`config.mk`:
```
export PLATFORM = sky130hd
export DESIGN_NAME = pw_symbol_decoder
export DESIGN_NICKNAME = d
export VERILOG_FILES = /design/src/rtl/pw_symbol_decoder.sv
export SDC_FILE = /design/constraint.sdc
export NUM_CORES = 1
export LEC_CHECK = 0
export CAP_MARGIN = 20
export CORE_MARGIN = 2
export CORE_UTILIZATION = 56
export CTS_BUF_LIST = sky130_fd_sc_hd__clkbuf_8
export CTS_CLUSTER_SIZE = 16
export DETAILED_ROUTE_END_ITERATION = 10
export PLACE_DENSITY = 0.78
export SLEW_MARGIN = 20
export SYNTH_ARGS = -nofsm -noshare
export SYNTH_HDL_FRONTEND = slang
export SYNTH_SLANG_ARGS = --single-unit
```
`constraint.sdc`:
```
create_clock -name clk -period 1.78 [get_ports clk]
set_input_delay 0.178 -clock clk [delete_from_list [all_inputs] [get_ports clk]]
set_output_delay 0.178 -clock clk [all_outputs]
set_load 0.03 [all_outputs]
```
`src/rtl/pw_symbol_decoder.sv`:
```
// Pulse-width symbol decoder: short high phase is 0, long is 1, frame ends on idle low.
// Optional PWDEC_GLITCH_FILTER_EN adds a 3-sample level filter after the synchronizer.
module pw_symbol_decoder #(
  parameter int unsigned T_THRESH   = 500,
  parameter int unsigned T_MIN_HIGH = 125,
  parameter int unsigned T_MAX_HIGH = 1125,
  parameter int unsigned T_IDLE_LOW = 1500,
  parameter int unsigned CW         = 12
) (
  input  logic       clk,
  input  logic       reset,
  input  logic       din,
  output logic [3:0] bits_out,
  output logic [2:0] count_out,
  output logic       valid,
  output logic       err,
  output logic       busy
);

  typedef enum logic [1:0] {
    IDLE  = 2'd0,
    HIGH  = 2'd1,
    LOW   = 2'd2,
    STUCK = 2'd3
  } state_t;

  localparam logic [CW-1:0] THR    = CW'(T_THRESH);
  localparam logic [CW-1:0] MINH   = CW'(T_MIN_HIGH);
  localparam logic [CW-1:0] MAXH_M = CW'(T_MAX_HIGH - 1);
  localparam logic [CW-1:0] IDLE_M = CW'(T_IDLE_LOW - 1);
  localparam logic [CW-1:0] ONE    = CW'(1);

  logic s1_q, s2_q;
  logic ds, ds_prev_q, rise;

  always_ff @(posedge clk or negedge reset) begin
    if (!reset) begin
      s1_q <= 1'b0;
      s2_q <= 1'b0;
    end else begin
      s1_q <= din;
      s2_q <= s1_q;
    end
  end

`ifdef PWDEC_GLITCH_FILTER_EN
  logic h1_q, h2_q, dsf_q;

  // ds follows only once the last three synchronized samples agree
  assign ds = (s2_q == h1_q && h1_q == h2_q) ? s2_q : dsf_q;

  always_ff @(posedge clk or negedge reset) begin
    if (!reset) begin
      h1_q  <= 1'b0;
      h2_q  <= 1'b0;
      dsf_q <= 1'b0;
    end else begin
      h1_q  <= s2_q;
      h2_q  <= h1_q;
      dsf_q <= ds;
    end
  end
`else
  assign ds = s2_q;
`endif

  always_ff @(posedge clk or negedge reset) begin
    if (!reset) ds_prev_q <= 1'b0;
    else        ds_prev_q <= ds;
  end

  assign rise = ds & ~ds_prev_q;

  state_t        state_q, state_d;
  logic [CW-1:0] hcnt_q, hcnt_d;
  logic [CW-1:0] lcnt_q, lcnt_d;
  logic [3:0]    store_q, store_d;
  logic [2:0]    nbits_q, nbits_d;
  logic          ferr_q, ferr_d;
  logic          valid_q, valid_d;
  logic [3:0]    bits_q, bits_d;
  logic [2:0]    cnt_q, cnt_d;
  logic          err_q, err_d;

  function automatic logic [CW-1:0] sat_inc(input logic [CW-1:0] c);
    return (c == '1) ? c : c + ONE;
  endfunction

  always_ff @(posedge clk or negedge reset) begin
    if (!reset) begin
      state_q <= IDLE;
      hcnt_q  <= '0;
      lcnt_q  <= '0;
      store_q <= '0;
      nbits_q <= '0;
      ferr_q  <= 1'b0;
      valid_q <= 1'b0;
      bits_q  <= '0;
      cnt_q   <= '0;
      err_q   <= 1'b0;
    end else begin
      state_q <= state_d;
      hcnt_q  <= hcnt_d;
      lcnt_q  <= lcnt_d;
      store_q <= store_d;
      nbits_q <= nbits_d;
      ferr_q  <= ferr_d;
      valid_q <= valid_d;
      bits_q  <= bits_d;
      cnt_q   <= cnt_d;
      err_q   <= err_d;
    end
  end

  always_comb begin
    state_d = state_q;
    hcnt_d  = hcnt_q;
    lcnt_d  = lcnt_q;
    store_d = store_q;
    nbits_d = nbits_q;
    ferr_d  = ferr_q;
    valid_d = 1'b0;
    bits_d  = bits_q;
    cnt_d   = cnt_q;
    err_d   = err_q;
    unique case (state_q)
      IDLE: begin
        if (rise) begin
          store_d = '0;
          nbits_d = '0;
          ferr_d  = 1'b0;
          hcnt_d  = ONE;
          state_d = HIGH;
        end
      end
      HIGH: begin
        if (ds) begin
          hcnt_d = sat_inc(hcnt_q);
          if (hcnt_q >= MAXH_M) begin
            valid_d = 1'b1;
            bits_d  = store_q;
            cnt_d   = nbits_q;
            err_d   = 1'b1;
            state_d = STUCK;
          end
        end else begin
          if (hcnt_q < MINH) begin
            ferr_d = 1'b1;
          end else if (nbits_q < 3'd4) begin
            store_d[nbits_q[1:0]] = (hcnt_q >= THR);
            nbits_d = nbits_q + 3'd1;
          end else begin
            ferr_d = 1'b1;
          end
          lcnt_d  = ONE;
          state_d = LOW;
        end
      end
      LOW: begin
        if (ds) begin
          hcnt_d  = ONE;
          state_d = HIGH;
        end else begin
          lcnt_d = sat_inc(lcnt_q);
          if (lcnt_q >= IDLE_M) begin
            valid_d = 1'b1;
            bits_d  = store_q;
            cnt_d   = nbits_q;
            err_d   = ferr_q;
            state_d = IDLE;
          end
        end
      end
      STUCK: begin
        if (!ds) state_d = IDLE;
      end
      default: state_d = IDLE;
    endcase
  end

  assign bits_out  = bits_q;
  assign count_out = cnt_q;
  assign valid     = valid_q;
  assign err       = err_q;
  assign busy      = (state_q != IDLE);

endmodule

```
# == Yosys cells after proc, flatten, opt, wreduce, memory -nomap -nowiden ==
# Index checks and enable logic that the tools add are counted.
# Widths: inputs -> output; s select.
# totals
inputBits,3
register_bits,46
word_cells,111
out_inout_bits,10
# classes
reduce_logical,12
eq_ne,20
addsub,3
n_bitwise,2
mux,54
order_cmp,7
# ops
operator,count
$mux 12,7
$pmux 12 s3,1
$mux 4,8
$add 12x1->12 const B,2
$eq 12x12->1 const B,2
$ge 12x11->1 const B,2
$mux 3,8
$ne 2x2->1 const B,12
$pmux 12 s2,1
$pmux 4 s2,2
$reduce_and 5->1,3
$mux 1,13
$ge 12x9->1 const B,1
$lt 12x7->1 const B,1
$mux 2,6
$pmux 3 s2,2
$reduce_and 4->1,3
$ne 3x3->1 const B,3
$pmux 2 s4,1
$pmux 1 s2,3
$reduce_bool 2->1,3
$bwmux 4,1
$eq 2x2->1 const B,2
$add 3x1->3 const B,1
10 further kinds,10

# == Depth between registers and ports, before layout ==
# Gate-level depths: netlist (run 1).
# depth
ltp_word,9
ltp_mapped,9
mapped_depth_nobuf,7

# == Worst setup path after synthesis (run 1) ==
# OpenSTA, ideal clock, no wires.
# synth_timing
path_type,flip-flop to flip-flop
startpoint,register state_q[0]
endpoint,register lcnt_q[9]
t_required_ns,1.702
period_less_slack_ns,1.929
path_slack_ns,-0.149
setup_time_ns,0.078
stages_incl_launch_ff,9
n_path_buf,1
t_arrival_ns,1.851
cell_sequence,dfrtp_1 inv_1 ha_1 and3_1 and4bb_4 or2_4 buf_6 or3_1 a21oi_1
# synth_between
elab_chain_len,3
word_cells_on_any_way,8
cone_classes,eq/ne: 5; mux: 1; reduce/logical: 2
# synth_rtl
item,line_no,source
from (decl),74,"state_t state_q, state_d;"
from (signal assigned),102,state_q <= state_d;
$eq 2x2->1 or $eq 2x1->1 (tied branches),126,unique case (state_q)
$ne 2x2->1 (no line) or $reduce_bool 2->1 (tied branches),--,
$reduce_and 4->1 (no line),--,
to (signal assigned),104,lcnt_q <= lcnt_d;
to (decl),76,"logic [CW-1:0] lcnt_q, lcnt_d;"
# Parallel ways exist; a longest one is shown, timed or not.
# A chain may end at the register's enable or synchronous reset.

# == Worst setup path after layout (run 1) ==
# layout_timing
startpoint,register state_q[1]
endpoint,register lcnt_q[11]
# The elaborated chain is that of the path after synthesis.

==> results of run 1 <==
## cell usage after synthesis, drive strengths merged (2+ instances only)
master,number
xnor2,11
and3,4
mux2,7
and2,3
nor4,7
dfrtp,46
a21oi,8
inv,14
o311ai,2
and4b,2
a211oi,2
xor2,2
or3,2
o31ai,2
ha,13
nand2,14
o21ai,24
nor3,9
o21a,3
a22o,4
a22oi,2
nand3,14
nor2,25
nand4,4
nor3b,2
o22ai,3
buf,9
nor2b,2
nand2b,5
and4,2
or2,3
## placed cells by master, fill, tap and decap left out, drive strengths merged, types with 3 or more instances in the layout
cell / instances
nand3: 14
mux2: 7
dfrtp: 46
clkbuf: 5
or2: 3
inv: 15
nor2: 25
o21a: 3
nor4: 7
a22o: 4
o21ai: 24
ha: 13
nor3: 9
and3: 4
clkdlybuf4s50: 10
and2: 3
buf: 59
o22ai: 3
nand2b: 5
xnor2: 11
nand2: 14
nand4: 4
a21oi: 8
## power by group through the flow
stage / combinational, W / sequential, W / clock [W]
4_1_cts: 0.00199 / 0.00136 / 0.000808
3_5_place_dp: 0.00191 / 0.00137 / 0
5_1_grt: 0.00248 / 0.00139 / 0.000848
3_3_place_gp: 0.00186 / 0.00136 / 0
6_report: 0.00227 / 0.00137 / 0.000802
2_1_floorplan: 0.00107 / 0.00140 / 0
## flip-flops by register name, indices dropped and copies added (netlist names)
| name | flops |
|---|---|
| bits_out | 4 |
| count_out | 3 |
| ds | 1 |
| ds_prev_q | 1 |
| err | 1 |
| ferr_q | 1 |
| hcnt_q | 12 |
| lcnt_q | 12 |
| nbits_q | 3 |
| s1_q | 1 |
| state_q | 2 |
| store_q | 4 |
| valid | 1 |
## metrics by stage
stage | setup TNS [ns] | area [µm²]
6_report | -1.125 | 3566
5_1_grt | -3.433 | 3566
4_1_cts | -0.2428 | 3369
3_5_place_dp | -1.004 | 3154
3_3_place_gp | -0.07619 | 3154
2_1_floorplan | -0.1888 | 2628
## layer usage
| metal | track usage (%) | vias up | wire (µm) |
|---|---|---|---|
| met3 | 5.767 | 11 | 295 |
| met2 | 43.21 | 56 | 3307 |
| met4 | 8.595 | 0 | 83 |
| met1 | 34.04 | 1132 | 2758 |
| met5 | 0 | - | 0 |
| li1 | - | 1076 | - |
## worst reg2reg max path, delay by kind of cell (launching register included)
family / cells / cell delay, ns
buf+inv: 1 / 0.13
fa+ha+maj: 1 / 0.17
compound gates: 1 / 0.07
simple gates: 4 / 1.03
flops: 1 / 0.41
## cell type report
class / instances / share of cell area [%]
Multi-Input combinational cell: 194 / 44.42
Sequential cell: 46 / 32.32
Timing Repair Buffer: 70 / 16.81
Clock buffer: 5 / 1.930
Tap cell: 52 / 1.825
Inverter: 14 / 1.474
Clock inverter: 3 / 1.228
## what timing repair did
action                                 4_1_cts  5_1_grt
pin swaps                                    4        5
buffers inserted                             2        4
endpoints found under the hold margin       20        0
resized for setup                           15       35
setup endpoints to repair                   28       41
hold buffers                                 1        0
## kinds of logic after synthesis
family          Yosys count
compound gates           58
xor+xnor                 13
fa+ha+maj                13
buf+inv                  24
flops                    46
mux                       7
simple gates            103
## how the worst min path moves through the flow
stage / from / end / slack (ns) / depth (start not counted)
finish: din / s1_q$_DFF_PN0_ / 0.31 / 1
global route: din / s1_q$_DFF_PN0_ / 0.32 / 1
CTS: din / s1_q$_DFF_PN0_ / 0.31 / 1
detailed placement: reset / lcnt_q[7]$_DFFE_PN0P_ / 0.17 / 1
global placement: reset / lcnt_q[7]$_DFFE_PN0P_ / 0.17 / 1
floorplan: reset / bits_out[0]$_DFFE_PN0P_ / -0.12 / 0
==> tab_implementation.tex, run 1 <==
\begin{tabular}{lr}
\hline
Metric & Value \\
\hline
\multicolumn{2}{l}{\textbf{Drt}} \\
\quad DRC viols & 0 \\
\quad Number of DRC markers after the initial detailed-route iteration & 94 \\
\quad Vias per cell & 5.924 \\
\quad Number of routed nets with antenna violations & 0 \\
\quad Total Routed Length & 6445 µm \\
\quad First-pass detailed-route iteration total & 4 \\
\quad Wire length per cell & 16.78 µm \\
\quad Number of vias after detailed routing & 2275 \\
\multicolumn{2}{l}{\textbf{Cells and area}} \\
\quad Fraction of final layout cells sized beyond drive strength 1 & 35.84\% \\
\quad Number of diodes & 0 \\
\quad Fillcell total & 236 \\
\quad Total number of nets in the final design & 347 \\
\quad Finished Layout Cells & 384 \\
\quad Multi-input logic area & 1584 µm² \\
\quad Synthesis-to-finish area growth & 38.35\% \\
\quad Layout Utilization & 81.34\% \\
\quad Flip-flop and latch area & 1152 µm² \\
\multicolumn{2}{l}{\textbf{Pwr}} \\
\quad Peak supply drop & 0.9406 mV \\
\quad Clock network fraction of total power & 18.0\% \\
\quad Pwr/cell area & 1246 nW/µm² \\
\quad Relative contribution of sequential cells to total power & 30.8\% \\
\quad Reported net switching power & 0.001716 W \\
\quad Switching share of power & 38.61\% \\
\quad Post-layout total power & 0.004444 W \\
\quad Leakage power & 1.591 nW \\
\quad Combinational fraction of design power & 51.2\% \\
\quad Internal Dissipation & 0.002728 W \\
\multicolumn{2}{l}{\textbf{Setup path}} \\
\quad Start point of the critical path & state\_q[1]\$\_DFFE\_PN0P\_ \\
\quad Endpoint of the lowest-slack register-to-register path & lcnt\_q[11]\$\_DFFE\_PN0P\_ \\
\quad Arrival @ worst endpoint & 2.11 ns \\
\quad Worst path max stage delay & 0.42 ns \\
\quad Startpoint of the lowest-slack register-to-register path & state\_q[1]\$\_DFFE\_PN0P\_ \\
\quad Type of the setup path with the least slack & reg -> reg \\
\quad Number of cells on the critical path & 7 \\
\quad CP Capture Type & flop \\
\quad Endpoint of the most critical setup path & lcnt\_q[11]\$\_DFFE\_PN0P\_ \\
\quad WP buf/inv & 1 \\
\quad Number of cells traversed by the worst register-to-register path & 7 \\
\quad CP Cell Sequence & buf\_6 > ha\_4 > and3\_4 > and4bb\_4 > or2\_4 > or4\_4 > o21ai\_2 \\
\quad Setup slack, reg-to-reg & -0.09 ns \\
\quad Gate family responsible for the most delay along the worst path & simple AND/OR/NAND/NOR gates \\
\quad Data required, critical path & 2.02 ns \\
\quad Worst-path cell with the longest stage delay & or4\_4 \\
\quad Largest driver fanout on the critical path & 4 \\
\quad Startpoint Class & flop \\
\multicolumn{2}{l}{\textbf{Floorplan}} \\
\quad Vertical die dimension & 71.84 µm \\
\quad Core region area & 4384 µm² \\
\quad Row Count & 24 \\
\quad Width of the chip & 71.84 µm \\
\quad Initial core utilization & 58.79\% \\
\quad Area enclosed by the die boundary & 5161 µm² \\
\quad Number of primary I/O pins & 13 \\
\multicolumn{2}{l}{\textbf{Synth}} \\
\quad Top post-synthesis cells by area & dfrtp\_1 45\%, ha\_1 6.3\%, xnor2\_1 3.7\%, nor2\_1 3.6\%, o21ai\_1 3.5\% \\
\quad XOR/XNOR share of the synthesized area & 4.417\% \\
\quad Post-synthesis compound-gate area fraction & 14.76\% \\
\quad Syn Area/Cell & 9.763 µm² \\
\quad Adder-cell share of the synthesized area & 6.311\% \\
\quad Most common flop cell mapped by yosys & dfrtp\_1 \\
\quad Synthesis-stage register bit count & 46 \\
\quad Ys async rst share & 100.0\% \\
\quad Dominant combinational cell family by area after synthesis & simple AND/OR/NAND/NOR gates \\
\quad Yosys top cell by area & dfrtp\_1 \\
\quad Number of different library cells in the post-synthesis netlist & 55 \\
\quad Portion of netlist area occupied by mux cells & 3.058\% \\
\quad Number of enable-type register cells in the synthesized netlist & 0 \\
\quad Post-Synthesis Net Count & 280 \\
\quad Netlist area before placement & 2577 µm² \\
\quad Simple-gate portion of the synthesized area & 22.57\% \\
\quad Yosys warns & 0 \\
\quad Syn Inst Count & 264 \\
\quad Share of the synthesized area in the top cell type & 44.66\% \\
\quad Part of the Yosys area used for sequential elements & 44.66\% \\
\multicolumn{2}{l}{\textbf{Placement}} \\
\quad Pre-CTS setup slack & -0.1467 ns \\
\quad Final Wtd Congestion & 0.8696 \\
\quad Buffers added on ports & 12 \\
\quad Placed insts & 369 \\
\quad Placed wire-length estimate & 4261 µm \\
\multicolumn{2}{l}{\textbf{Timing}} \\
\quad Final worst setup slack & -0.09355 ns \\
\quad Final min period & 1.874 ns \\
\quad Clock tree skew after final layout & 0.01329 ns \\
\quad Final worst-path cycle share & 105.3\% \\
\quad Final setup viols & 24 \\
\quad Rel. slew slack & 67.06\% \\
\quad Count of pins over their slew limit & 0 \\
\quad WHS & 0.3109 ns \\
\quad RSZ-0062 raised after global routing & yes \\
\quad Highest achievable clock rate & 533.7 MHz \\
\quad Final hold vios & 0 \\
\quad Pin slew with the least headroom to its limit & 0.4941 ns \\
\multicolumn{2}{l}{\textbf{Clock network}} \\
\quad Insertion delay to the later sink of the worst-skew pair & 0.31 ns \\
\quad Clock input transition at the sequential cells of the worst setup and hold paths & 0.09 ns \\
\quad Clock Sink Count & 46 \\
\quad Number of levels in the clock H-tree & 2 \\
\quad Number of CTS-inserted buffers & 5 \\
\quad Master cell of the clock root buffer & clkbuf\_8 \\
\quad Max Buffers Root-to-Sink & 2 \\
\quad TritonCTS clock tree & done \\
\multicolumn{2}{l}{\textbf{Run status}} \\
\quad Failing checks & negative setup slack \\
\quad Run status & complete, but fails checks \\
\multicolumn{2}{l}{\textbf{Run}} \\
\quad MaxCap Viol Count & 0 \\
\multicolumn{2}{l}{\textbf{Global route}} \\
\quad Grt total ovfl & 0 \\
\quad Number of antenna violations at the first check in global routing & 0 \\
\quad GRT Total Usage & 26.05\% \\
\quad Maximum number of pins on one net before global-route repair & 27 \\
\quad Number of global-route vias before repair & 2225 \\
\quad Wire length of the first global-routing pass & 10490 µm \\
\multicolumn{2}{l}{\textbf{Min path}} \\
\quad Type of the worst min-delay path & in -> reg \\
\hline
\end{tabular}
Power figures use the tool's default switching activity.
==> run 2: changes to the inputs <==
--- a/config.mk
+++ b/config.mk
@@ -11,7 +11,8 @@
 export CTS_BUF_LIST = sky130_fd_sc_hd__clkbuf_8
 export CTS_CLUSTER_SIZE = 16
 export DETAILED_ROUTE_END_ITERATION = 10
-export PLACE_DENSITY = 0.78
+export DONT_BUFFER_PORTS = 1
+export PLACE_DENSITY = 0.74
 export SLEW_MARGIN = 20
 export SYNTH_ARGS = -nofsm -noshare
 export SYNTH_HDL_FRONTEND = slang
==> tab_implementation.tex, run 2 (same netlist as run 1, synthesis figures left out) <==
\begin{tabular}{lr}
\hline
Metric & Value \\
\hline
\multicolumn{2}{l}{\textbf{Drt}} \\
\quad Vias per cell & 6.243 \\
\quad Number of DRC markers after the initial detailed-route iteration & 152 \\
\quad DRC viols & 0 \\
\quad Number of vias after detailed routing & 2360 \\
\quad Number of routed nets with antenna violations & 0 \\
\quad Wire length per cell & 20.18 µm \\
\quad First-pass detailed-route iteration total & 4 \\
\quad Total Routed Length & 7628 µm \\
\multicolumn{2}{l}{\textbf{Setup path}} \\
\quad Worst-path cell with the longest stage delay & nor4\_4 \\
\quad Arrival @ worst endpoint & 2.16 ns \\
\quad Data required, critical path & 2.00 ns \\
\quad Startpoint Class & flop \\
\quad CP Cell Sequence & inv\_2 > ha\_4 > buf\_6 > nand2\_4 > nor4\_4 > nor4\_4 > xnor2\_1 > nor2\_1 \\
\quad Worst path max stage delay & 0.55 ns \\
\quad WP buf/inv & 2 \\
\quad Largest driver fanout on the critical path & 6 \\
\quad CP Capture Type & flop \\
\quad Gate family responsible for the most delay along the worst path & simple AND/OR/NAND/NOR gates \\
\quad Type of the setup path with the least slack & reg -> reg \\
\quad Cell with the most instances on the worst path & nor4\_4 \\
\multicolumn{2}{l}{\textbf{Timing}} \\
\quad Highest achievable clock rate & 516.3 MHz \\
\quad Pin slew with the least headroom to its limit & 0.5317 ns \\
\quad WHS & 0.3565 ns \\
\quad Final setup viols & 24 \\
\quad RSZ-0062 raised after global routing & yes \\
\quad Rel. slew slack & 64.29\% \\
\quad Final worst-path cycle share & 108.8\% \\
\quad Final worst setup slack & -0.1570 ns \\
\quad Count of pins over their slew limit & 0 \\
\quad Clock tree skew after final layout & 0.006353 ns \\
\quad Final min period & 1.937 ns \\
\quad Final hold vios & 0 \\
\multicolumn{2}{l}{\textbf{Clock network}} \\
\quad Number of CTS-inserted buffers & 5 \\
\quad Max Buffers Root-to-Sink & 2 \\
\quad Clock input transition at the sequential cells of the worst setup and hold paths & 0.09 ns \\
\quad Number of levels in the clock H-tree & 2 \\
\quad Clock Sink Count & 46 \\
\quad Master cell of the clock root buffer & clkbuf\_8 \\
\quad TritonCTS clock tree & done \\
\quad Insertion delay to the later sink of the worst-skew pair & 0.31 ns \\
\multicolumn{2}{l}{\textbf{Cells and area}} \\
\quad Finished Layout Cells & 378 \\
\quad Total number of nets in the final design & 341 \\
\quad Fraction of final layout cells sized beyond drive strength 1 & 42.33\% \\
\quad Most common cell after layout, fill and taps aside & dfrtp\_1 \\
\quad Fillcell total & 209 \\
\quad Most frequent cells in the layout & 46 x dfrtp\_1, 45 x buf\_4, 23 x nor2\_1, 14 x buf\_6, 13 x o21ai\_1 \\
\quad Synthesis-to-finish area growth & 44.76\% \\
\quad Final non-filler cell area & 3731 µm² \\
\quad Largest registers ranked by flip-flop count & hcnt\_q (12), lcnt\_q (12) \\
\quad Number of diodes & 0 \\
\multicolumn{2}{l}{\textbf{Min path}} \\
\quad Type of the worst min-delay path & reg -> reg \\
\multicolumn{2}{l}{\textbf{Pwr}} \\
\quad Clock network fraction of total power & 16.2\% \\
\quad Leakage power & 1.625 nW \\
\quad Relative contribution of sequential cells to total power & 29.8\% \\
\quad Combinational fraction of design power & 54.0\% \\
\quad Pwr/cell area & 1307 nW/µm² \\
\quad Post-layout total power & 0.004875 W \\
\quad Switching share of power & 40.27\% \\
\quad Peak supply drop & 0.8461 mV \\
\quad Reported net switching power & 0.001963 W \\
\quad Internal Dissipation & 0.002912 W \\
\multicolumn{2}{l}{\textbf{Global route}} \\
\quad Number of antenna violations at the first check in global routing & 0 \\
\quad Wire length of the first global-routing pass & 10430 µm \\
\quad Maximum number of pins on one net before global-route repair & 47 \\
\quad Grt total ovfl & 0 \\
\quad GRT Total Usage & 26.04\% \\
\quad Number of global-route vias before repair & 2169 \\
\multicolumn{2}{l}{\textbf{Floorplan}} \\
\quad Vertical die dimension & 71.84 µm \\
\quad Row Count & 24 \\
\quad Core region area & 4384 µm² \\
\quad Initial core utilization & 58.79\% \\
\quad Width of the chip & 71.84 µm \\
\quad Number of primary I/O pins & 13 \\
\quad Area enclosed by the die boundary & 5161 µm² \\
\multicolumn{2}{l}{\textbf{Placement}} \\
\quad DP Area & 3052 µm² \\
\quad Buffers added on ports & 0 \\
\quad Final Wtd Congestion & 0.8572 \\
\quad Placed insts & 360 \\
\quad Placed wire-length estimate & 4027 µm \\
\quad Pre-CTS setup slack & -0.08594 ns \\
\multicolumn{2}{l}{\textbf{Run status}} \\
\quad Run status & complete, but fails checks \\
\quad Failing checks & negative setup slack \\
\multicolumn{2}{l}{\textbf{Run}} \\
\quad MaxCap Viol Count & 0 \\
\hline
\end{tabular}
==> run 2: cell count changes in the layout (fill, tap and decap cells not counted), sizes merged <==
cell / delta
buf: +3
clkdlybuf4s50: -10
clkinv: -1
clkinvlp: +1
dlygate4sd3: +1
==> run 2: timing repair <==
action,in CTS,in global routing
setup endpoints to repair,29,39
pin swaps,4,25
setup buffers,0,8
gates resized for setup,27,68
endpoints found under the hold margin,47,0
hold buffers,3,0
==> run 2: power by group through the flow <==
stage	logic, W	clock network, W	registers (W)
after CTS	0.00197	0.000783	0.00142
after global placement	0.00173	0	0.00143
final	0.00263	0.000789	0.00145
after global routing	0.00280	0.000839	0.00147
after floorplan	0.00107	0	0.00140
after detailed placement	0.00176	0	0.00143
==> run 2: final cells by class <==
class                           count  area, µm²  area share, %
Multi-Input combinational cell    194       1762          47.22
Clock buffer                        5      68.82          1.844
Timing Repair Buffer               64      583.1          15.63
Sequential cell                    46       1151          30.85
Tap cell                           52      65.06          1.744
Inverter                           14      60.06          1.610
Clock inverter                      3      41.29          1.107
==> run 2: final timing paths <==
check / from / to / slack (ns) / cells past startpoint
worst max register to register: state_q[1]$_DFFE_PN0P_ / hcnt_q[7]$_DFFE_PN0P_ / -0.16 / 8
worst min register to register: s1_q$_DFF_PN0_ / ds$_DFF_PN0_ / 0.36 / 0
worst max-delay path: state_q[1]$_DFFE_PN0P_ / hcnt_q[7]$_DFFE_PN0P_ / -0.16 / 8
max in group asynchronous: reset / count_out[1]$_DFFE_PN0P_ / 1.20 / 2
worst min-delay path: s1_q$_DFF_PN0_ / ds$_DFF_PN0_ / 0.36 / 0
min in group asynchronous: reset / hcnt_q[9]$_DFFE_PN0P_ / 0.37 / 2
==> run 2: routing by layer <==
metal | track usage (%) | up-vias | part of all wire, % | wire, µm
li1 | - | 1074 | - | -
met1 | 35.17 | 1186 | 42 | 3222
met4 | 8.386 | 0 | 3.4 | 263
met3 | 4.923 | 31 | 4.5 | 341
met5 | 0 | - | 0 | 0
met2 | 42.59 | 69 | 50 | 3802
==> run 2: per-stage QoR <==
stage | util [%] | setup TNS (ns)
after detailed placement | 69.61 | -0.6870
after global routing | 85.10 | -4.242
after CTS | 76.37 | -0.2632
final | 85.10 | -2.128
after global placement | 69.61 | -0.3651
after floorplan | - | -0.1888
